`config.mk`:
```
export PLATFORM = sky130hd
export DESIGN_NAME = mem_arbiter
export DESIGN_NICKNAME = d
export VERILOG_FILES = /design/src/rtl/mem_arbiter.sv
export SDC_FILE = /design/constraint.sdc
export NUM_CORES = 1
export LEC_CHECK = 0
export BUFFER_PORTS_ARGS = -buffer_cell sky130_fd_sc_hd__buf_2
export CORE_AREA = 5 5 115 117
export CTS_CLUSTER_SIZE = 40
export DETAILED_ROUTE_END_ITERATION = 12
export DIE_AREA = 0 0 120 122
export PLACE_DENSITY = 0.62
export SLEW_MARGIN = 20
export SYNTH_ARGS = -nofsm -noshare
export SYNTH_HDL_FRONTEND = slang
export SYNTH_SLANG_ARGS = --single-unit
```
`constraint.sdc`:
```
create_clock -name clk -period 1.5 [get_ports clk]
set_input_delay 0.15 -clock clk [delete_from_list [all_inputs] [get_ports clk]]
set_output_delay 0.15 -clock clk [all_outputs]
set_load 0.05 [all_outputs]
```
`src/rtl/mem_arbiter.sv`:
```
// Two-master quantum round-robin arbiter in front of the mem_xbar data port.
// Tracks in-flight reads so returning data is steered to the issuing master.
module mem_arbiter #(
    parameter int unsigned READ_LATENCY = 1,
    parameter int unsigned QUANTUM      = 4
) (
    input  logic        clk,
    input  logic        rst_n,

    input  logic        i_m0_req,
    input  logic [29:0] i_m0_addr,
    input  logic [31:0] i_m0_data,
    input  logic [3:0]  i_m0_mask,
    input  logic        i_m0_wren,
    output logic        o_m0_gnt,
    output logic        o_m0_rvalid,
    output logic [31:0] o_m0_rdata,

    input  logic        i_m1_req,
    input  logic [29:0] i_m1_addr,
    input  logic [31:0] i_m1_data,
    input  logic [3:0]  i_m1_mask,
    input  logic        i_m1_wren,
    output logic        o_m1_gnt,
    output logic        o_m1_rvalid,
    output logic [31:0] o_m1_rdata,

    output logic [29:0] o_mem_addr,
    output logic [31:0] o_mem_data,
    output logic [3:0]  o_mem_mask,
    output logic        o_mem_wren,
    input  logic [31:0] i_mem_data
);

    localparam logic [3:0]  QuantumC = 4'(QUANTUM);
    localparam int unsigned LastIdx  = READ_LATENCY - 1;

    logic                    owner_q, owner_d;
    logic [3:0]              run_cnt_q, run_cnt_d;
    logic [READ_LATENCY-1:0] pipe_vld_q, pipe_vld_d;
    logic [READ_LATENCY-1:0] pipe_id_q, pipe_id_d;

    logic gnt0, gnt1, accept, win_id, out_vld;

    // Grant selection; the owner keeps priority until its quantum is spent.
    always_comb begin
        gnt0 = 1'b0;
        gnt1 = 1'b0;
        if (rst_n) begin
            if (i_m0_req && i_m1_req) begin
                if (run_cnt_q < QuantumC) begin
                    gnt0 = ~owner_q;
                    gnt1 = owner_q;
                end else begin
                    gnt0 = owner_q;
                    gnt1 = ~owner_q;
                end
            end else begin
                gnt0 = i_m0_req;
                gnt1 = i_m1_req;
            end
        end
    end

    assign accept   = gnt0 | gnt1;
    assign win_id   = gnt1;
    assign o_m0_gnt = gnt0;
    assign o_m1_gnt = gnt1;

    always_comb begin
        o_mem_addr = '0;
        o_mem_data = '0;
        o_mem_mask = '0;
        o_mem_wren = 1'b0;
        if (gnt1) begin
            o_mem_addr = i_m1_addr;
            o_mem_data = i_m1_data;
            o_mem_mask = i_m1_mask;
            o_mem_wren = i_m1_wren;
        end else if (gnt0) begin
            o_mem_addr = i_m0_addr;
            o_mem_data = i_m0_data;
            o_mem_mask = i_m0_mask;
            o_mem_wren = i_m0_wren;
        end
    end

    always_comb begin
        owner_d   = owner_q;
        run_cnt_d = run_cnt_q;
        if (accept) begin
            if (win_id == owner_q) begin
                if (run_cnt_q < QuantumC) begin
                    run_cnt_d = run_cnt_q + 4'd1;
                end
            end else begin
                owner_d   = win_id;
                run_cnt_d = 4'd1;
            end
        end
    end

    // Read-tracking shift register: entry 0 is the newest accepted transfer.
    always_comb begin
        pipe_vld_d    = '0;
        pipe_id_d     = '0;
        pipe_vld_d[0] = accept & ~o_mem_wren;
        pipe_id_d[0]  = win_id;
        for (int i = 1; i < int'(READ_LATENCY); i++) begin
            pipe_vld_d[i] = pipe_vld_q[i-1];
            pipe_id_d[i]  = pipe_id_q[i-1];
        end
    end

    always_ff @(posedge clk) begin
        if (!rst_n) begin
            owner_q    <= 1'b0;
            run_cnt_q  <= 4'd0;
            pipe_vld_q <= '0;
            pipe_id_q  <= '0;
        end else begin
            owner_q    <= owner_d;
            run_cnt_q  <= run_cnt_d;
            pipe_vld_q <= pipe_vld_d;
            pipe_id_q  <= pipe_id_d;
        end
    end

    assign out_vld     = rst_n & pipe_vld_q[LastIdx];
    assign o_m0_rvalid = out_vld & ~pipe_id_q[LastIdx];
    assign o_m1_rvalid = out_vld & pipe_id_q[LastIdx];
    assign o_m0_rdata  = o_m0_rvalid ? i_mem_data : '0;
    assign o_m1_rdata  = o_m1_rvalid ? i_mem_data : '0;

endmodule

```
* Word level (Yosys, flattened, before mapping) *
Index checks and enable logic that the tools add are counted.

storage, ports and cells
  register bits after elaboration = 7
  output and inout bits = 135

cells by class
  add/sub/neg operators = 1
  bitwise gates (word level) = 9
  $lt $le $gt $ge = 1
  mux-type cells = 18
  reduce and logical (&&, ||, !) cells = 3
  equal/unequal tests = 2

operators with widths
  cell                                                        number
  2-to-1 mux 32 bit                                           4
  2-to-1 mux 30 bit                                           2
  2-to-1 mux 4 bit                                            4
  2-to-1 mux 1 bit                                            8
  adder 4 x 1 -> 4 bit, second input constant                 1
  bitwise AND 1 bit                                           4
  less-than comparator 4 x 3 -> 1 bit, second input constant  1
  NOT 1 bit                                                   4
  AND reduction 2 bit                                         2
  inequality test 2 x 1 -> 1 bit, second input constant       1
  equality test 1 bit                                         1
  logical AND 1 bit                                           1
  OR 1 bit                                                    1

* Longest topological paths before layout *
  word-level depth = 8
  depth in mapped cells = 6
  gate-level depth less buffers = 4

* Worst setup path after synthesis *
Ideal clock, no wire load.

  path kind = register to output
  start = reg run_cnt_q[2]
  end = out o_mem_addr[15]
  buffers on the path = 2
  cell stages (with the launch flop) = 6
  required time = 1.350 ns
  path slack = -0.891 ns
  arrival = 2.241 ns
  cell sequence = dfxtp_1 -> o21a_1 -> o21a_1 -> buf_2 -> buf_2 -> o32ai_1

between the ends
  word-level cells in the longest chain between the ends = 6
  elaborated cells on any way between the ends = 9
  those cells by class = 1 x order compare; 8 x mux

ends and longest elaborated chain
  item                                   line  source
  start: declaration                     39    logic [3:0] run_cnt_q, run_cnt_d;
  start signal: assignment               123   run_cnt_q <= run_cnt_d;
  less-than comparator 4 x 3 -> 1 bit *  51    if (run_cnt_q < QuantumC) begin
  2-to-1 mux 1 bit                       51
  2-to-1 mux 1 bit                       50    if (i_m0_req && i_m1_req) begin
  2-to-1 mux 1 bit                       49    if (rst_n) begin
  2-to-1 mux 30 bit                      80    end else if (gnt0) begin
  2-to-1 mux 30 bit *                    75    if (gnt1) begin
  end: declaration                       28    output logic [29:0] o_mem_addr,

Mark *: on every way between the ends. The rest lies on a longest branch, timed or not.

* Final worst setup path *
  start = reg run_cnt_q[2]
  end = out o_mem_data[12]

between the ends
  word-level cells in the longest chain between the ends = 6
  elaborated cells on any way between the ends = 9
  those cells by class = 1 x order compare; 8 x mux

ends and longest elaborated chain
  item                                   line  source
  less-than comparator 4 x 3 -> 1 bit *  51
  2-to-1 mux 1 bit                       51
  2-to-1 mux 1 bit                       50
  2-to-1 mux 1 bit                       49
  2-to-1 mux 32 bit                      80
  2-to-1 mux 32 bit *                    75
  end: declaration                       29    output logic [31:0] o_mem_data,

Marked as above.

==> flow_summary.json <==
{
  "r2r_cells": 7,
  "outcome": "finished, violations left",
  "path_clk_slew_ns": 0.04,
  "vias": 3529,
  "dieArea_um2": 14600,
  "grt-ovfl-total": 0,
  "arrival_ns": 1.78,
  "fin_nets": 817,
  "cts_inserted_buffers": 3,
  "busiest_layer": "met2",
  "drive_gt1_share_pct": 60.2,
  "clockPowerShare_pct": 17.7,
  "route.detailed.drc": 0,
  "via_per_inst": 4.44,
  "final_cell_area_um2": 4870,
  "power_frac_comb_pct": 73.7,
  "final-max-slew-violation-count": 0,
  "drt_iter0_drc": 142,
  "cp_common_cell": "o21a_4",
  "antenna_found_initial": 1,
  "synthTopCellsByArea": "o32ai_1 (29%), inv_1 (25%), and2_1 (19%)",
  "io_buffers": 304,
  "ys_ff_latch": 7,
  "violations": "negative setup slack",
  "root_buffer": "clkbuf_16",
  "core_um2": 12300,
  "holdPathStages": 3,
  "worst_pin_slew_ns": 0.333,
  "slowest_delay_ns": 0.33,
  "gp_congestion": 0.768,
  "maxSlewHeadroom_pct": 77.7,
  "syn-instance-count": 343,
  "grt_pass1_wl_um": 17400,
  "num_antenna_cells": 0,
  "syn-num-nets": 514,
  "cp-start-kind": "register",
  "start_util_pct": 16.8,
  "yosysTopAreaCell": "o32ai_1",
  "fin_crit_sh_pct": 129,
  "min_path_type": "in2reg",
  "p_int_w": 0.00126,
  "syn-mean-instance-area_um2": 5.99,
  "powerDensity_nw_per_um2": 517,
  "die_h_um": 122,
  "cap_viol_max_count": 0,
  "crit_path_top_delay_cell": "dfxtp_2",
  "layout_min_cycle_time_ns": 1.93,
  "critPathKind": "reg2out",
  "crit_chain": "o21a_4 > o21a_4 > buf_16 > o32ai_1 > buf_4",
  "final_cell_mix": "buf_2 (187), inv_1 (136), buf_4 (80)",
  "use_met2_pct": 26.3,
  "synth.distinct_cells": 28,
  "drt_pre_antenna_iters": 4,
  "cts_buffer_depth": 2,
  "drtAntennaViolNets": 0,
  "hold_viol": 0,
  "wl_um": 12200,
  "grt_pass1_vias": 3586,
  "std_cell_rows": 41,
  "use_met1_pct": 16.4,
  "crit_fanout": 24,
  "ios": 305,
  "crit_required_ns": 1.35,
  "leakage_nw": 2.85,
  "utilization_pct": 39.7,
  "r2r_slack_ns": -0.16,
  "endpoint_kind": "output port",
  "yosys_warnings": 0,
  "netlist_area_um2": 2060,
  "area_delta_synth_final_pct": 137,
  "seq_area_frac_synth_pct": 6.82,
  "irDropWorstVdd_mv": 0.388,
  "clkLatencyLatePin_ns": 0.23,
  "p_sw_share_pct": 49.8,
  "hold_start": "rst_n",
  "cts_tree": "built",
  "timing.fmax_mhz": 518,
  "grt_max_degree": 44,
  "groute.usage.overall_pct": 14.5,
  "power.switching_w": 0.00125,
  "dpl.hpwl_um": 9200,
  "hold_buffers": 0,
  "wire_per_inst_um": 15.4,
  "use_met3_pct": 4.13,
  "dieWidth_um": 120,
  "rsz0062_at_grt": "true",
  "r2r_start": "run_cnt_q[2]",
  "nFillCells": 1306,
  "cts_htree_levels": 1,
  "pwr-share-seq_pct": 8.6,
  "cts_sinks": 7,
  "r2r-end": "owner_q",
  "final_common_cell": "buf_2",
  "placed_cell_area_um2": 3970,
  "report.final.setup_viol": 70,
  "dp_slack_ns": -0.363,
  "min_to": "owner_q",
  "fin_skew_ns": 0.00202,
  "synth_top_cell_area_share_pct": 28.5,
  "fin_ws_ns": -0.431
}
[synth_stat cells, drive strengths merged]
library cell	number
inv	137
o32ai	67
and2	64
buf	18
clkbuf	13
dfxtp	7
nand2	7
nor2	4
nand3	3
o21a	3
o22ai	3
or2	3
a211oi	1
a21o	1
a21oi	1
and3	1
ha	1
mux2	1
mux2i	1
mux4	1
nor3	1
o211a	1
o21ai	1
o221a	1
o311a	1
o311ai	1
[layer usage]
| layer | routed length, µm | vias to the layer above |
|---|---|---|
| li1 | - | 1710 |
| met1 | 4470 | 1592 |
| met2 | 6330 | 209 |
| met3 | 1180 | 16 |
| met4 | 246 | 2 |
| met5 | 13 | - |
[per-stage QoR]
step	power, W	std cells	hold slack [ns]	TNS (ns)
floorplan	0.00127	343	0.457	-54.38
global placement	0.00177	786	0.487	-12.12
detailed placement	0.00177	786	0.492	-12.15
CTS	0.00244	795	0.252	-26.53
global route	0.00265	795	0.264	-30.90
finish	0.00252	795	0.260	-25.20
[cell families (layout without fill, tap and decap cells)]
group	Yosys count	after routing	synth area share, %
AO/OA/AOI/OAI	81	81	34.6
adder cells (fa/ha/maj)	1	1	0.609
buffers and inverters	168	470	32.2
flip-flops	7	7	6.82
multiplexers	3	3	2.13
AND/OR/NAND/NOR	83	83	23.7
[layout make-up]
class                           instances  area (µm²)  area share (%)
Tap cell                              150         188            3.86
Timing Repair Buffer                  329        2330            48.0
Multi-Input combinational cell        168        1600            32.9
Inverter                              137         518            10.6
Clock buffer                            4        78.8            1.62
Sequential cell                         7         145            2.98
[worst max-delay path, delay by kind of cell, from the launching register on]
| kind | cells | cell delay (ns) |
|---|---|---|
| AO/OA/AOI/OAI | 3 | 0.76 |
| buffers and inverters | 2 | 0.45 |
| flip-flops | 1 | 0.33 |
[worst max path at each step]
stage            startpoint        endpoint  slack (ns)  cells after the start
4_1_cts        run_cnt_q[2]   o_mem_addr[8]       -0.41                      6
3_3_place_gp   run_cnt_q[3]  o_mem_addr[27]       -0.37                      6
5_1_grt        run_cnt_q[2]  o_mem_data[12]       -0.50                      5
2_1_floorplan  run_cnt_q[2]   o_mem_addr[0]       -0.87                      5
3_5_place_dp   run_cnt_q[3]  o_mem_addr[27]       -0.36                      6
6_report       run_cnt_q[2]  o_mem_data[12]       -0.43                      5
[power groups by stage]
stage	combinational, W	sequential [W]	clock [W]
2_1_floorplan	0.00105	0.000215	0
3_5_place_dp	0.00156	0.000215	0
6_report	0.00185	0.000217	0.000444
4_1_cts	0.00177	0.000215	0.000455
3_3_place_gp	0.00156	0.000215	0
5_1_grt	0.00196	0.000220	0.000472
[sequential cells by signal (all words and copies together) (netlist names)]
signal / cells
pipe_id_q: 1
run_cnt_q: 4
pipe_vld_q: 1
owner_q: 1
[what timing repair did]
action | CTS | global route
pin swaps | 4 | 0
gates resized for setup | 112 | 113
setup endpoints to repair | 102 | 133
cloned | 4 | 0
setup buffers | 2 | 0
Power figures use the tool's default switching activity.
